--- src/rtl/button_press_classifier_if.sv ---
// Debounced button level in, classified one-cycle event pulses and held level out.
interface button_press_classifier_if;
  logic i_Button;
  logic o_Press;
  logic o_Release;
  logic o_Short;
  logic o_Long;
  logic o_Double;
  logic o_Held;

  modport master (
    output i_Button,
    input  o_Press, o_Release, o_Short, o_Long, o_Double, o_Held
  );

  modport slave (
    input  i_Button,
    output o_Press, o_Release, o_Short, o_Long, o_Double, o_Held
  );
endinterface

--- src/rtl/button_press_classifier.sv ---
// Turns a clean button level into press/release edge pulses and a classified
// gesture (short, long or double press); thresholds are in clock cycles.
module button_press_classifier #(
  parameter int LONG_PRESS_CYCLES = 12500000,
  parameter int DOUBLE_GAP_CYCLES = 6250000
) (
  input logic                      i_Clk,
  input logic                      i_Rst_L,
  button_press_classifier_if.slave bus
);

  localparam int MAX_TH = (LONG_PRESS_CYCLES > DOUBLE_GAP_CYCLES) ?
                          LONG_PRESS_CYCLES : DOUBLE_GAP_CYCLES;
  localparam int CW = $clog2(MAX_TH);
  localparam logic [CW-1:0] LONG_LAST = CW'(LONG_PRESS_CYCLES - 1);
  localparam logic [CW-1:0] GAP_LAST  = CW'(DOUBLE_GAP_CYCLES - 1);

  typedef enum logic [2:0] {
    IDLE,
    PRESSED1,
    WAIT_GAP,
    PRESSED2,
    LONG_HOLD
  } state_t;

  state_t          stateQ, stateD;
  logic [CW-1:0]   cntQ, cntD;
  logic            prevQ;
  logic            pressQ, releaseQ, shortQ, longQ, doubleQ, heldQ;
  logic            shortD, longD, doubleD, heldD;
  logic            rise, fall;

  assign rise = bus.i_Button & ~prevQ;
  assign fall = ~bus.i_Button & prevQ;

  always_ff @(posedge i_Clk or negedge i_Rst_L) begin
    if (!i_Rst_L) begin
      stateQ   <= IDLE;
      cntQ     <= '0;
      prevQ    <= 1'b0;
      pressQ   <= 1'b0;
      releaseQ <= 1'b0;
      shortQ   <= 1'b0;
      longQ    <= 1'b0;
      doubleQ  <= 1'b0;
      heldQ    <= 1'b0;
    end else begin
      stateQ   <= stateD;
      cntQ     <= cntD;
      prevQ    <= bus.i_Button;
      pressQ   <= rise;
      releaseQ <= fall;
      shortQ   <= shortD;
      longQ    <= longD;
      doubleQ  <= doubleD;
      heldQ    <= heldD;
    end
  end

  // Edges take priority over the timers, so a release on the long threshold
  // or a rise on the gap timeout decides the gesture.
  always_comb begin
    stateD  = stateQ;
    cntD    = cntQ;
    shortD  = 1'b0;
    longD   = 1'b0;
    doubleD = 1'b0;
    case (stateQ)
      IDLE: begin
        if (rise) stateD = PRESSED1;
      end
      PRESSED1: begin
        if (fall) begin
          stateD = WAIT_GAP;
        end else if (cntQ == LONG_LAST) begin
          longD  = 1'b1;
          stateD = LONG_HOLD;
        end else begin
          cntD = cntQ + CW'(1);
        end
      end
      WAIT_GAP: begin
        if (rise) begin
          doubleD = 1'b1;
          stateD  = PRESSED2;
        end else if (cntQ == GAP_LAST) begin
          shortD = 1'b1;
          stateD = IDLE;
        end else begin
          cntD = cntQ + CW'(1);
        end
      end
      PRESSED2: begin
        if (fall) stateD = IDLE;
      end
      LONG_HOLD: begin
        if (fall) stateD = IDLE;
      end
      default: stateD = IDLE;
    endcase
    if (stateD != stateQ) cntD = '0;
    heldD = (stateD == LONG_HOLD);
  end

  assign bus.o_Press   = pressQ;
  assign bus.o_Release = releaseQ;
  assign bus.o_Short   = shortQ;
  assign bus.o_Long    = longQ;
  assign bus.o_Double  = doubleQ;
  assign bus.o_Held    = heldQ;

endmodule

--- src/flat_wrapper.sv ---
// flat-port wrapper written by rule: the top's interface ports become plain ports
module button_press_classifier_flat 
#(
  parameter int LONG_PRESS_CYCLES = 12500000,
  parameter int DOUBLE_GAP_CYCLES = 6250000
)
  (i_Clk, i_Rst_L, bus_i_Button, bus_o_Press, bus_o_Release, bus_o_Short, bus_o_Long, bus_o_Double, bus_o_Held);
  button_press_classifier_if bus_i ();
  input logic i_Clk;
  input logic i_Rst_L;
  input wire logic [$bits(bus_i.i_Button)-1:0] bus_i_Button;
  output wire logic [$bits(bus_i.o_Press)-1:0] bus_o_Press;
  output wire logic [$bits(bus_i.o_Release)-1:0] bus_o_Release;
  output wire logic [$bits(bus_i.o_Short)-1:0] bus_o_Short;
  output wire logic [$bits(bus_i.o_Long)-1:0] bus_o_Long;
  output wire logic [$bits(bus_i.o_Double)-1:0] bus_o_Double;
  output wire logic [$bits(bus_i.o_Held)-1:0] bus_o_Held;
  assign bus_i.i_Button = bus_i_Button;
  assign bus_o_Press = bus_i.o_Press;
  assign bus_o_Release = bus_i.o_Release;
  assign bus_o_Short = bus_i.o_Short;
  assign bus_o_Long = bus_i.o_Long;
  assign bus_o_Double = bus_i.o_Double;
  assign bus_o_Held = bus_i.o_Held;
  button_press_classifier #(.LONG_PRESS_CYCLES(LONG_PRESS_CYCLES), .DOUBLE_GAP_CYCLES(DOUBLE_GAP_CYCLES)) u_core (.i_Clk(i_Clk), .i_Rst_L(i_Rst_L), .bus(bus_i));
endmodule
--- config.mk ---
export PLATFORM = sky130hd
export DESIGN_NAME = button_press_classifier_flat
export DESIGN_NICKNAME = d
export VERILOG_FILES = /design/src/rtl/button_press_classifier_if.sv /design/src/rtl/button_press_classifier.sv /design/src/flat_wrapper.sv
export SDC_FILE = /design/constraint.sdc
export NUM_CORES = 1
export LEC_CHECK = 0
export BUFFER_PORTS_ARGS = -buffer_cell sky130_fd_sc_hd__buf_4
export CAP_MARGIN = 30
export CELL_PAD_IN_SITES_DETAIL_PLACEMENT = 0
export CELL_PAD_IN_SITES_GLOBAL_PLACEMENT = 2
export CORE_UTILIZATION = 39
export DETAILED_ROUTE_END_ITERATION = 10
export HOLD_SLACK_MARGIN = 0.15
export PLACE_DENSITY_LB_ADDON = 0.08
export SYNTH_ARGS = -nofsm -noshare
export SYNTH_HDL_FRONTEND = slang
export SYNTH_SLANG_ARGS = --single-unit
--- constraint.sdc ---
create_clock -name i_Clk -period 2.3 [get_ports i_Clk]
set_input_delay 0.115 -clock i_Clk [delete_from_list [all_inputs] [get_ports i_Clk]]
set_output_delay 0.115 -clock i_Clk [all_outputs]
set_load 0.01 [all_outputs]
Word level (Yosys, flattened, before mapping)

Cells that the tools add are included.

Register bits after elaboration: 34
Input port bits: 3
Output and inout bits: 6
Logic and storage cells: 51

Add/sub/neg operators: 1
Eq/ne operators: 12
Muxes and demuxes: 21
Bitwise operators: 4
Reductions and logical operators: 4

Operator list:

| operator                                              | number |
|---|---|
| 2-to-1 mux 24 bit                                     | 5 |
| case mux 24 bit (2 select lines)                      | 1 |
| adder 24 x 1 -> 24 bit, second input constant         | 1 |
| equality test 24 x 23 -> 1 bit, second input constant | 1 |
| equality test 24 bit, second input constant           | 1 |
| 2-to-1 mux 3 bit                                      | 6 |
| != test 3 bit, second input constant                  | 4 |
| case mux 3 bit (4 select lines)                       | 1 |
| 2-to-1 mux 1 bit                                      | 8 |
| equality test 3 x 2 -> 1 bit, second input constant   | 2 |
| equality test 3 bit, second input constant            | 2 |
| AND reduction 5 bit                                   | 1 |
| equality test 3 x 1 -> 1 bit, second input constant   | 1 |
| zero test 3 bit                                       | 1 |
| != test 3 bit                                         | 1 |
| nonzero test 3 bit                                    | 1 |
| AND 1 bit                                             | 2 |
| NOT 1 bit                                             | 2 |
| OR reduction 2 bit                                    | 1 |

Depth between registers and ports, before layout

Gate-level depths: netlist of the first run.

Depth after elaboration: 7
Depth in mapped cells: 9
Gate-level depth less buffers: 7

Worst setup path after synthesis of the first run

No wires, ideal clock.

Path kind: register to register
From: reg u_core.cntQ[0]
To: reg u_core.cntQ[5]
Library setup time: 77 ps
Arrival: 1990 ps
Required time: 2223 ps
Setup slack: 233 ps
Stages on the path, launching flop included: 9
Buffers on the path: 1
Period minus slack after synthesis: 2067 ps
Cells stage by stage: dfrtp_1 ha_1 and3_1 clkbuf_1 nand3_1 nor2_1 o31a_1 or4_1 a21oi_1

Longest elaborated chain between the ends: 7
Elaborated cells between the ends (all ways): 21
Those cells by class: 1 x add/sub; 7 x eq/ne; 11 x mux; 2 x reduce/logical

Ends and longest elaborated chain:

| what                                                                   | line                                                         | text |
|---|---|---|
| from (decl)                                                            | button_press_classifier.sv:27                                | `logic [CW-1:0] cntQ, cntD;` |
| from (signal assigned)                                                 | button_press_classifier.sv:49                                | `cntQ <= cntD;` |
| equality test 24 x 23 -> 1 bit or equality test 24 bit (tied branches) | button_press_classifier.sv:86, button_press_classifier.sv:75 |  |
| 2-to-1 mux 3 bit, on equally long branches                             | button_press_classifier.sv:86, button_press_classifier.sv:75 |  |
| 2-to-1 mux 3 bit, on equally long branches                             | button_press_classifier.sv:83, button_press_classifier.sv:73 |  |
| case mux 3 bit (4 select lines)                                        | button_press_classifier.sv:68                                | `case (stateQ)` |
| != test 3 bit                                                          | button_press_classifier.sv:101                               | `if (stateD != stateQ) cntD = '0;` |
| != test 3 bit (no source line) or nonzero test 3 bit (tied branches)   | --                                                           |  |
| AND reduction 5 bit (no source line)                                   | --                                                           |  |

Parallel ways exist; a longest one is shown, timed or not. The select of a mux whose other input is x is not followed.
A chain may end at the register's enable or synchronous reset.

Worst setup path after layout of the first run

Ends and elaborated chain as after synthesis.

==> impl_metrics.tcl, run 1 <==
set metrics [dict create \
    status "finished with violations" \
    violations "design-rule violations" \
    switching_power_uw 409 \
    grt_pass1_vias 1503 \
    avgSynthCellArea_um2 9.64 \
    fin_setup_tns_ps 0 \
    fin_worst_skew_ps 3.76 \
    root_buffer "clkbuf_8" \
    avgRoutedWirePerCell_um 15.1 \
    synth_async_sr_flop_share_pct 100 \
    yosysSeqAreaShare_pct 46.2 \
    path_cells "ha_1, and3_1, nand3_1, nor2_1, o31a_2, or4_1, a21oi_1" \
    crit_family "simple AND/OR/NAND/NOR gates" \
    cp.arrival_ps 2360 \
    grt_max_degree 35 \
    grt_pass1_wl_mm 7.06 \
    clk_path_buf_depth 2 \
    yosysWarnings 0 \
    path_class "register to register" \
    r2r_setup_slack_ps 150 \
    remaining_drc_errors 2 \
    crit_fanout 16 \
    min_path_type "primary input to async pin" \
    setup-violations-final 0 \
    num_rows 24 \
    clk_pin_slew_ps 60 \
    synth_area_um2 1840 \
    slowest_stage "or4_1" \
    p_leak_uw 0.000881 \
    vias 1484 \
    ys_ff_latch 34 \
    relSlewSlack_pct 71.4 \
    fin_crit_sh_pct 93.5 \
    p_comb_share_pct 21.8 \
    timing.rr.end "u_core.cntQ[5]" \
    die-area_um2 5000 \
    ios 9 \
    synth_cells 191 \
    clk_latency_ps 280 \
    irDropWorstVdd_mv 0.293 \
    slowest_delay_ps 500 \
    die_width_um 70.7 \
    rsz0062_at_grt "no" \
    htreeDepth 2 \
    grt.total_usage_pct 18.0 \
    critical_path_buf_inv_count 0 \
    drt-total-wl_mm 3.98 \
    fmax_mhz 465 \
    cts_tree "done" \
    antenna_found_initial 0 \
    clock-sinks 34 \
    drive_gt1_share_pct 15.1 \
    hold_viol 0 \
    endpoint_kind "register" \
    vias_per_cell 5.62 \
    synth-main-ff-cell "dfrtp_1" \
    p_per_area_nw_per_um2 646 \
    timing.critical_path.required_ps 2510 \
    r2r_cells 7 \
    cap_violations 0 \
    critPathLaunchType "register" \
    fp.coreArea_um2 4440 \
    slew_viol_final 0 \
    seqPwrFrac_pct 48.8 \
    cts_buffers 5 \
    p_sw_share_pct 29.8 \
    ant_nets 0 \
    overflow 0 \
    ys_types 40 \
    io_buffers 8 \
    power_frac_clock_pct 29.3 \
    die_h_um 70.7 \
    period_needed_ps 2150 \
    nets 216 \
    dr.pass1.iters 7 \
    tightest_slew_ps 430 \
    gp_congestion 0.815 \
    initial_core_util_pct 41.4 \
    syn-num-nets 195 \
    internal-power_uw 963 \
    utilization_pct 47.8 \
    drt_iter0_drc 69 \
    worstReg2RegStart "u_core.cntQ[0]" \
    area_growth_pct 15.5 \
    diodes 0 \
    synth_edf_count 0 \
    hpwl_mm 2.87 \
]
==> power groups by stage <==
stage          sequential [µW]  clock [µW]  combinational [µW]
6_report                   670         403                 300
5_1_grt                    679         447                 336
4_1_cts                    669         424                 303
3_5_place_dp               681           0                 297
3_3_place_gp               678           0                 289
2_1_floorplan              676           0                 202
==> layout by cell type (no fill, tap or decap), types with 2 or more instances in the layout <==
cell	count
xnor2_1	3
nand3_1	16
clkbuf_8	5
o21ai_0	5
and3_1	6
buf_12	2
nand2b_1	3
nand2_1	14
or3_1	6
a21oi_1	13
dlygate4sd3_1	2
nor4bb_1	3
nor3_1	5
nor2b_1	3
and4_1	3
buf_4	16
nor4_1	2
nor2_1	20
or4_1	4
o31ai_1	4
inv_1	4
dfrtp_1	34
nand4_1	6
xor2_1	13
a2111oi_4	2
clkbuf_1	2
==> how the worst max path moves through the flow <==
| stage | from | endpoint | slack (ps) | cells after the start |
|---|---|---|---|---|
| 2_1_floorplan | u_core.cntQ[0] | u_core.cntQ[5] | 230 | 8 |
| 3_3_place_gp | u_core.cntQ[0] | u_core.cntQ[8] | 220 | 7 |
| 3_5_place_dp | u_core.cntQ[0] | u_core.cntQ[5] | 140 | 7 |
| 4_1_cts | u_core.cntQ[0] | u_core.cntQ[5] | 120 | 7 |
| 5_1_grt | u_core.cntQ[0] | u_core.cntQ[8] | 3 | 7 |
| 6_report | u_core.cntQ[0] | u_core.cntQ[5] | 150 | 7 |
==> flip-flops by register name (all words and copies together) (netlist names) <==
signal                flops
u_core.bus.o_Short        1
u_core.prevQ              1
u_core.bus.o_Long         1
u_core.cntQ              24
u_core.bus.o_Press        1
u_core.bus.o_Double       1
u_core.bus.o_Held         1
u_core.stateQ             3
u_core.bus.o_Release      1
==> kinds of logic after synthesis <==
group	synth area share (%)
buf+inv	3.06
simple gates	30.1
flops	46.2
fa+ha+maj	0.680
compound gates	12.3
xor+xnor	7.61
==> per-layer routing <==
layer	vias up	routed length (µm)	GRT usage [%]
met1	725	1930	24.1
met3	4	119	4.27
met4	0	29	6.22
met2	25	1900	28.7
met5	-	0	0
li1	730	-	-
==> area by class of cell <==
class                      count  area (µm²)
inverter                       5        18.8
sequential                    34         851
tap                           52        65.1
fill                         427        2320
timing repair buffer          20         180
multi-input combinational    146         935
clock buffer                   7        76.3
==> through the flow <==
stage | worst slack, ps | cells | hold WS (ps) | area [µm²] | power, µW
after floorplan | 233 | 191 | -181 | 1840 | 879
after global placement | 223 | 255 | 81.6 | 2030 | 967
after detailed placement | 141 | 255 | 93.1 | 2030 | 978
after CTS | 122 | 264 | 333 | 2120 | 1400
after global routing | 3.12 | 264 | 358 | 2130 | 1460
final | 149 | 264 | 320 | 2130 | 1370
==> Yosys cell counts (all sizes together) (5+ instances only) <==
cell type	n	area share, %
o21ai	5	1.4
and3	6	2.0
inv	5	1.0
dfrtp	34	46
nand2	14	2.9
or3	7	2.7
nor2	21	4.4
a21oi	13	3.5
xor2	13	6.2
nand3	17	4.9
nor3	5	1.4
nand4	6	2.0
==> repair_timing <==
item	4_1_cts	5_1_grt
hold endpoints to repair	36	0
gates resized for setup	0	1
setup buffers	0	0
hold buffers	2	0
setup endpoints to repair	0	2
(Power assumes the default switching activity.)
==> run 2, diff against run 1 <==
--- a/config.mk
+++ b/config.mk
@@ -9,6 +9,7 @@
 export CAP_MARGIN = 30
 export CELL_PAD_IN_SITES_DETAIL_PLACEMENT = 0
 export CELL_PAD_IN_SITES_GLOBAL_PLACEMENT = 2
+export CORE_MARGIN = 3
 export CORE_UTILIZATION = 39
 export DETAILED_ROUTE_END_ITERATION = 10
 export HOLD_SLACK_MARGIN = 0.15
==> constraint.sdc (replaced) <==
create_clock -name i_Clk -period 2 [get_ports i_Clk]
set_input_delay 0.1 -clock i_Clk [delete_from_list [all_inputs] [get_ports i_Clk]]
set_output_delay 0.1 -clock i_Clk [all_outputs]
set_load 0.01 [all_outputs]
==> impl_metrics.tcl, run 2 (synthesized netlist as in run 1, its figures left out) <==
set metrics [dict create \
    status "finished with violations" \
    violations "negative setup slack" \
    die_width_um 74.7 \
    die_h_um 74.7 \
    nets 253 \
    cp.arrival_ps 2180 \
    min_path_type "primary input to register" \
    initial_core_util_pct 41.4 \
    path_class "register to register" \
    antenna_found_initial 0 \
    path_cells "nor4b_2, nand4b_1, or3_1, o21bai_1, a21bo_4, clkbuf_16, a21oi_1" \
    diodes 0 \
    grt_max_degree 35 \
    htreeDepth 2 \
    tightest_slew_ps 435 \
    timing.critical_path.required_ps 2160 \
    p_per_area_nw_per_um2 702 \
    drt_iter0_drc 81 \
    clk_pin_slew_ps 60 \
    fmax_mhz 495 \
    p_leak_uw 0.00110 \
    io_buffers 8 \
    vias_per_cell 5.48 \
    hpwl_mm 3.20 \
    cts_tree "done" \
    vias 1648 \
    clk_latency_ps 290 \
    cap_violations 0 \
    root_buffer "clkbuf_8" \
    endpoint_kind "register" \
    critPathLaunchType "register" \
    use_met1_pct 23.4 \
    setup_ws_ps -20.3 \
    top_register "u_core.cntQ" \
    use_met2_pct 28.2 \
    crit_family "simple AND/OR/NAND/NOR gates" \
    grt_pass1_vias 1540 \
    die-area_um2 5580 \
    clk_path_buf_depth 2 \
    largest_registers "u_core.cntQ x24, u_core.stateQ x3" \
    drt-total-wl_mm 4.64 \
    fp.coreArea_um2 4440 \
    final_common_cell "buf_4" \
    crit_fanout 8 \
    n_fill_cell 390 \
    dp_cells 283 \
    critical_path_buf_inv_count 1 \
    fin_crit_sh_pct 101 \
    ios 9 \
    grt_pass1_wl_mm 7.32 \
    ant_nets 0 \
    remaining_drc_errors 0 \
    grtUsageMet3_pct 4.41 \
    busiest_layer "met2" \
    setup-violations-final 7 \
    cts_buffers 5 \
    relSlewSlack_pct 71.0 \
    gp_congestion 0.882 \
    avgRoutedWirePerCell_um 15.4 \
    grt.total_usage_pct 17.5 \
    final_cell_mix "buf_4 (48), dfrtp_1 (33), nor2_1 (17)" \
    clock-sinks 34 \
    largest_register_ffs 24 \
    period_needed_ps 2020 \
    power_uw 1790 \
    area_growth_pct 38.8 \
    irDropWorstVdd_mv 0.415 \
    rsz0062_at_grt "yes" \
    hold_viol 0 \
    finalNonFillerCells 301 \
    slew_viol_final 0 \
    overflow 0 \
    num_rows 24 \
    slowest_delay_ps 460 \
    dr.pass1.iters 4 \
    fin_worst_skew_ps 10.1 \
    drive_gt1_share_pct 37.8 \
    slowest_stage "dfrtp_2" \
]
run 2: repair_timing:
item / CTS / global route
hold buffers: 3 / 0
endpoints found under the setup margin: 17 / 24
gates resized for setup: 4 / 28
setup buffers: 2 / 5
hold endpoints to repair: 36 / 0
pin swaps: 3 / 15
gates cloned: 0 / 1
run 2: final cells by class:
cell class / count / area (µm²) / share of cell area, %
multi-input combinational: 146 / 1050 / 41.1
sequential: 34 / 852 / 33.3
timing repair buffer: 57 / 489 / 19.1
clock buffer: 5 / 68.8 / 2.69
tap: 52 / 65.1 / 2.55
inverter: 5 / 18.8 / 0.735
clock inverter: 2 / 10.0 / 0.392
run 2: metrics by stage:
| step | cell area, µm² | utilization (%) | hold slack, ps | setup TNS (ps) | worst slack (ps) |
|---|---|---|---|---|---|
| final | 2550 | 57.5 | 183 | -76.0 | -20.3 |
| after global routing | 2550 | 57.5 | 188 | -897 | -59.1 |
| after CTS | 2380 | 53.6 | 219 | 0 | 3.58 |
| after detailed placement | 2240 | 50.4 | 74.9 | -287 | -70.4 |
| after global placement | 2240 | 50.4 | 63.7 | -43.0 | -18.4 |
| after floorplan | 1840 | - | -196 | 0 | 22.9 |
run 2: power breakdown:
group / total, µW / internal, µW / switching [µW]
Sequential: 751 / 726 / 25.1
Combinational: 567 / 279 / 289
Clock: 474 / 233 / 241
Total: 1790 / 1240 / 555
run 2: final timing paths:
check                      cells after the start  slack [ps]        startpoint                 end
setup / recovery                               7         -20    u_core.cntQ[4]      u_core.cntQ[0]
hold / removal                                 4         180      bus_i_Button  u_core.bus.o_Press
setup reg to reg                               7         -20    u_core.cntQ[4]      u_core.cntQ[0]
hold reg to reg                                1         550  u_core.stateQ[2]    u_core.stateQ[1]
max in group asynchronous                      2        1360           i_Rst_L      u_core.cntQ[4]
min in group asynchronous                      2         300           i_Rst_L     u_core.cntQ[21]
run 2: tightest hold or removal path, stage by stage:
cell      delay, ps
buf_4           100
nand2b_4         60
inv_2            50
buf_4           120
run 2: layer usage:
layer | vias to the layer above | routed length (µm)
met5 | - | 0
met4 | 0 | 57
met3 | 6 | 193
met2 | 38 | 2270
met1 | 799 | 2130
li1 | 805 | -
==> run 3, diff against run 2 <==
--- a/config.mk
+++ b/config.mk
@@ -9,11 +9,10 @@
 export CAP_MARGIN = 30
 export CELL_PAD_IN_SITES_DETAIL_PLACEMENT = 0
 export CELL_PAD_IN_SITES_GLOBAL_PLACEMENT = 2
-export CORE_MARGIN = 3
 export CORE_UTILIZATION = 39
 export DETAILED_ROUTE_END_ITERATION = 10
 export HOLD_SLACK_MARGIN = 0.15
-export PLACE_DENSITY_LB_ADDON = 0.08
+export PLACE_DENSITY = 0.79
 export SYNTH_ARGS = -nofsm -noshare
 export SYNTH_HDL_FRONTEND = slang
 export SYNTH_SLANG_ARGS = --single-unit
==> constraint.sdc (replaced) <==
create_clock -name i_Clk -period 2 [get_ports i_Clk]
set_input_delay 0.4 -clock i_Clk [delete_from_list [all_inputs] [get_ports i_Clk]]
set_output_delay 0.4 -clock i_Clk [all_outputs]
set_load 0.01 [all_outputs]
==> impl_metrics.tcl, run 3 (synthesized netlist as in run 1, its figures left out) <==
set metrics [dict create \
    largest_registers "u_core.cntQ x24, u_core.stateQ x3" \
    utilization_pct 56.4 \
    irDropWorstVdd_mv 0.454 \
    final_cell_mix "buf_4 (46), dfrtp_1 (34), nand3_1 (15)" \
    worst-path-stages 7 \
    drive_gt1_share_pct 34.8 \
    r2r_setup_slack_ps -80 \
    critical_path_buf_inv_count 1 \
    area_growth_pct 36.3 \
    ant_nets 0 \
    crit_family "simple AND/OR/NAND/NOR gates" \
    largest_register_ffs 24 \
    grt_pass1_vias 1609 \
    initial_core_util_pct 41.4 \
    power_frac_clock_pct 29.3 \
    clk_pin_slew_ps 70 \
    diodes 0 \
    critPathLaunchType "register" \
    root_buffer "clkbuf_8" \
    path_class "register to register" \
    slowest_delay_ps 430 \
    cts_tree "done" \
    power_uw 1800 \
    violations "design-rule violations, negative setup slack" \
    seqPwrFrac_pct 41.8 \
    drt_iter0_drc 143 \
    cp.arrival_ps 2250 \
    antenna_found_initial 0 \
    path_cells "nor4bb_2, nand4b_1, or3_4, o21bai_4, a21bo_4, clkbuf_16, a21oi_1" \
    hpwl_mm 3.16 \
    clock-sinks 34 \
    setup-violations-final 24 \
    grt_max_degree 35 \
    cts_buffers 5 \
    worstSetupStartpoint "u_core.cntQ[23]" \
    dp_slack_ps -61.3 \
    rsz0062_at_grt "yes" \
    vias_per_cell 5.55 \
    status "finished with violations" \
    vias 1643 \
    fin_crit_sh_pct 104 \
    clk_path_buf_depth 2 \
    num_rows 24 \
    slew_viol_final 0 \
    switching_power_uw 563 \
    fmax_mhz 480 \
    final_common_cell "buf_4" \
    setup_ws_ps -84.5 \
    p_sw_share_pct 31.2 \
    crit_end "u_core.cntQ[5]" \
    drt-total-wl_mm 4.80 \
    grt.total_usage_pct 19.7 \
    relSlewSlack_pct 70.7 \
    fin_worst_skew_ps 8.10 \
    avgRoutedWirePerCell_um 16.2 \
    top_register "u_core.cntQ" \
    worst_hold_slack_ps 234 \
    overflow 0 \
    min_path_type "primary input to register" \
    p_comb_share_pct 28.9 \
    clk_latency_ps 290 \
    fp.coreArea_um2 4440 \
    die-area_um2 5000 \
    internal-power_uw 1240 \
    endpoint_kind "register" \
    gp_congestion 0.844 \
    timing.rr.end "u_core.cntQ[5]" \
    timing.critical_path.required_ps 2170 \
    r2r_cells 7 \
    die_width_um 70.7 \
    period_needed_ps 2080 \
    tightest_slew_ps 439 \
    grt_pass1_wl_mm 7.69 \
    remaining_drc_errors 4 \
    nets 247 \
    io_buffers 8 \
    cap_violations 0 \
    p_per_area_nw_per_um2 719 \
    slowest_stage "or3_4" \
    n_fill_cell 403 \
    worstReg2RegStart "u_core.cntQ[23]" \
    die_h_um 70.7 \
    dr.pass1.iters 7 \
    ios 9 \
    hold_start "bus_i_Button" \
    htreeDepth 2 \
    fin_setup_tns_ps -1490 \
    crit_fanout 6 \
    hold_viol 0 \
    p_leak_uw 0.00108 \
]
==> run 3: worst min path at each step <==
stage / to / slack, ps / depth (start not counted)
6_report: u_core.prevQ / 230 / 1
2_1_floorplan: u_core.bus.o_Double / 100 / 0
3_5_place_dp: u_core.bus.o_Short / 380 / 1
3_3_place_gp: u_core.bus.o_Release / 370 / 1
4_1_cts: u_core.prevQ / 230 / 1
5_1_grt: u_core.prevQ / 220 / 1
==> run 3: timing repair <==
action,4_1_cts,5_1_grt
buffers inserted,1,4
hold endpoints to repair,34,0
gates cloned,0,3
pin swaps,2,10
resized for setup,6,18
hold buffers,1,0
setup endpoints to repair,24,24
==> run 3: cell type report <==
cell class	instances	area [µm²]	share of cell area [%]
Multi-Input combinational cell	146	1050	41.7
Inverter	5	18.8	0.748
Clock inverter	1	5.00	0.200
Timing Repair Buffer	51	437	17.4
Tap cell	52	65.1	2.59
Sequential cell	34	851	33.9
Clock buffer	7	86.3	3.44
==> run 3: routing by layer <==
metal  global-route usage [%]  routed length, µm  up-vias
met5                        0                  0        -
li1                         -                  -      793
met1                     25.1               2250      816
met4                     6.67                 68        0
met2                     33.8               2360       25
met3                     3.56                123        9
==> run 3: through the flow <==
step	cell area (µm²)	std cells
2_1_floorplan	1840	191
3_3_place_gp	2200	279
3_5_place_dp	2200	279
4_1_cts	2340	289
5_1_grt	2510	296
6_report	2510	296
==> run 3: power by group through the flow <==
| stage | logic [µW] | registers, µW | clock network, µW |
|---|---|---|---|
| 6_report | 522 | 754 | 528 |
| 5_1_grt | 569 | 758 | 582 |
| 4_1_cts | 423 | 753 | 544 |
| 3_5_place_dp | 409 | 766 | 0 |
| 3_3_place_gp | 390 | 762 | 0 |
| 2_1_floorplan | 234 | 779 | 0 |
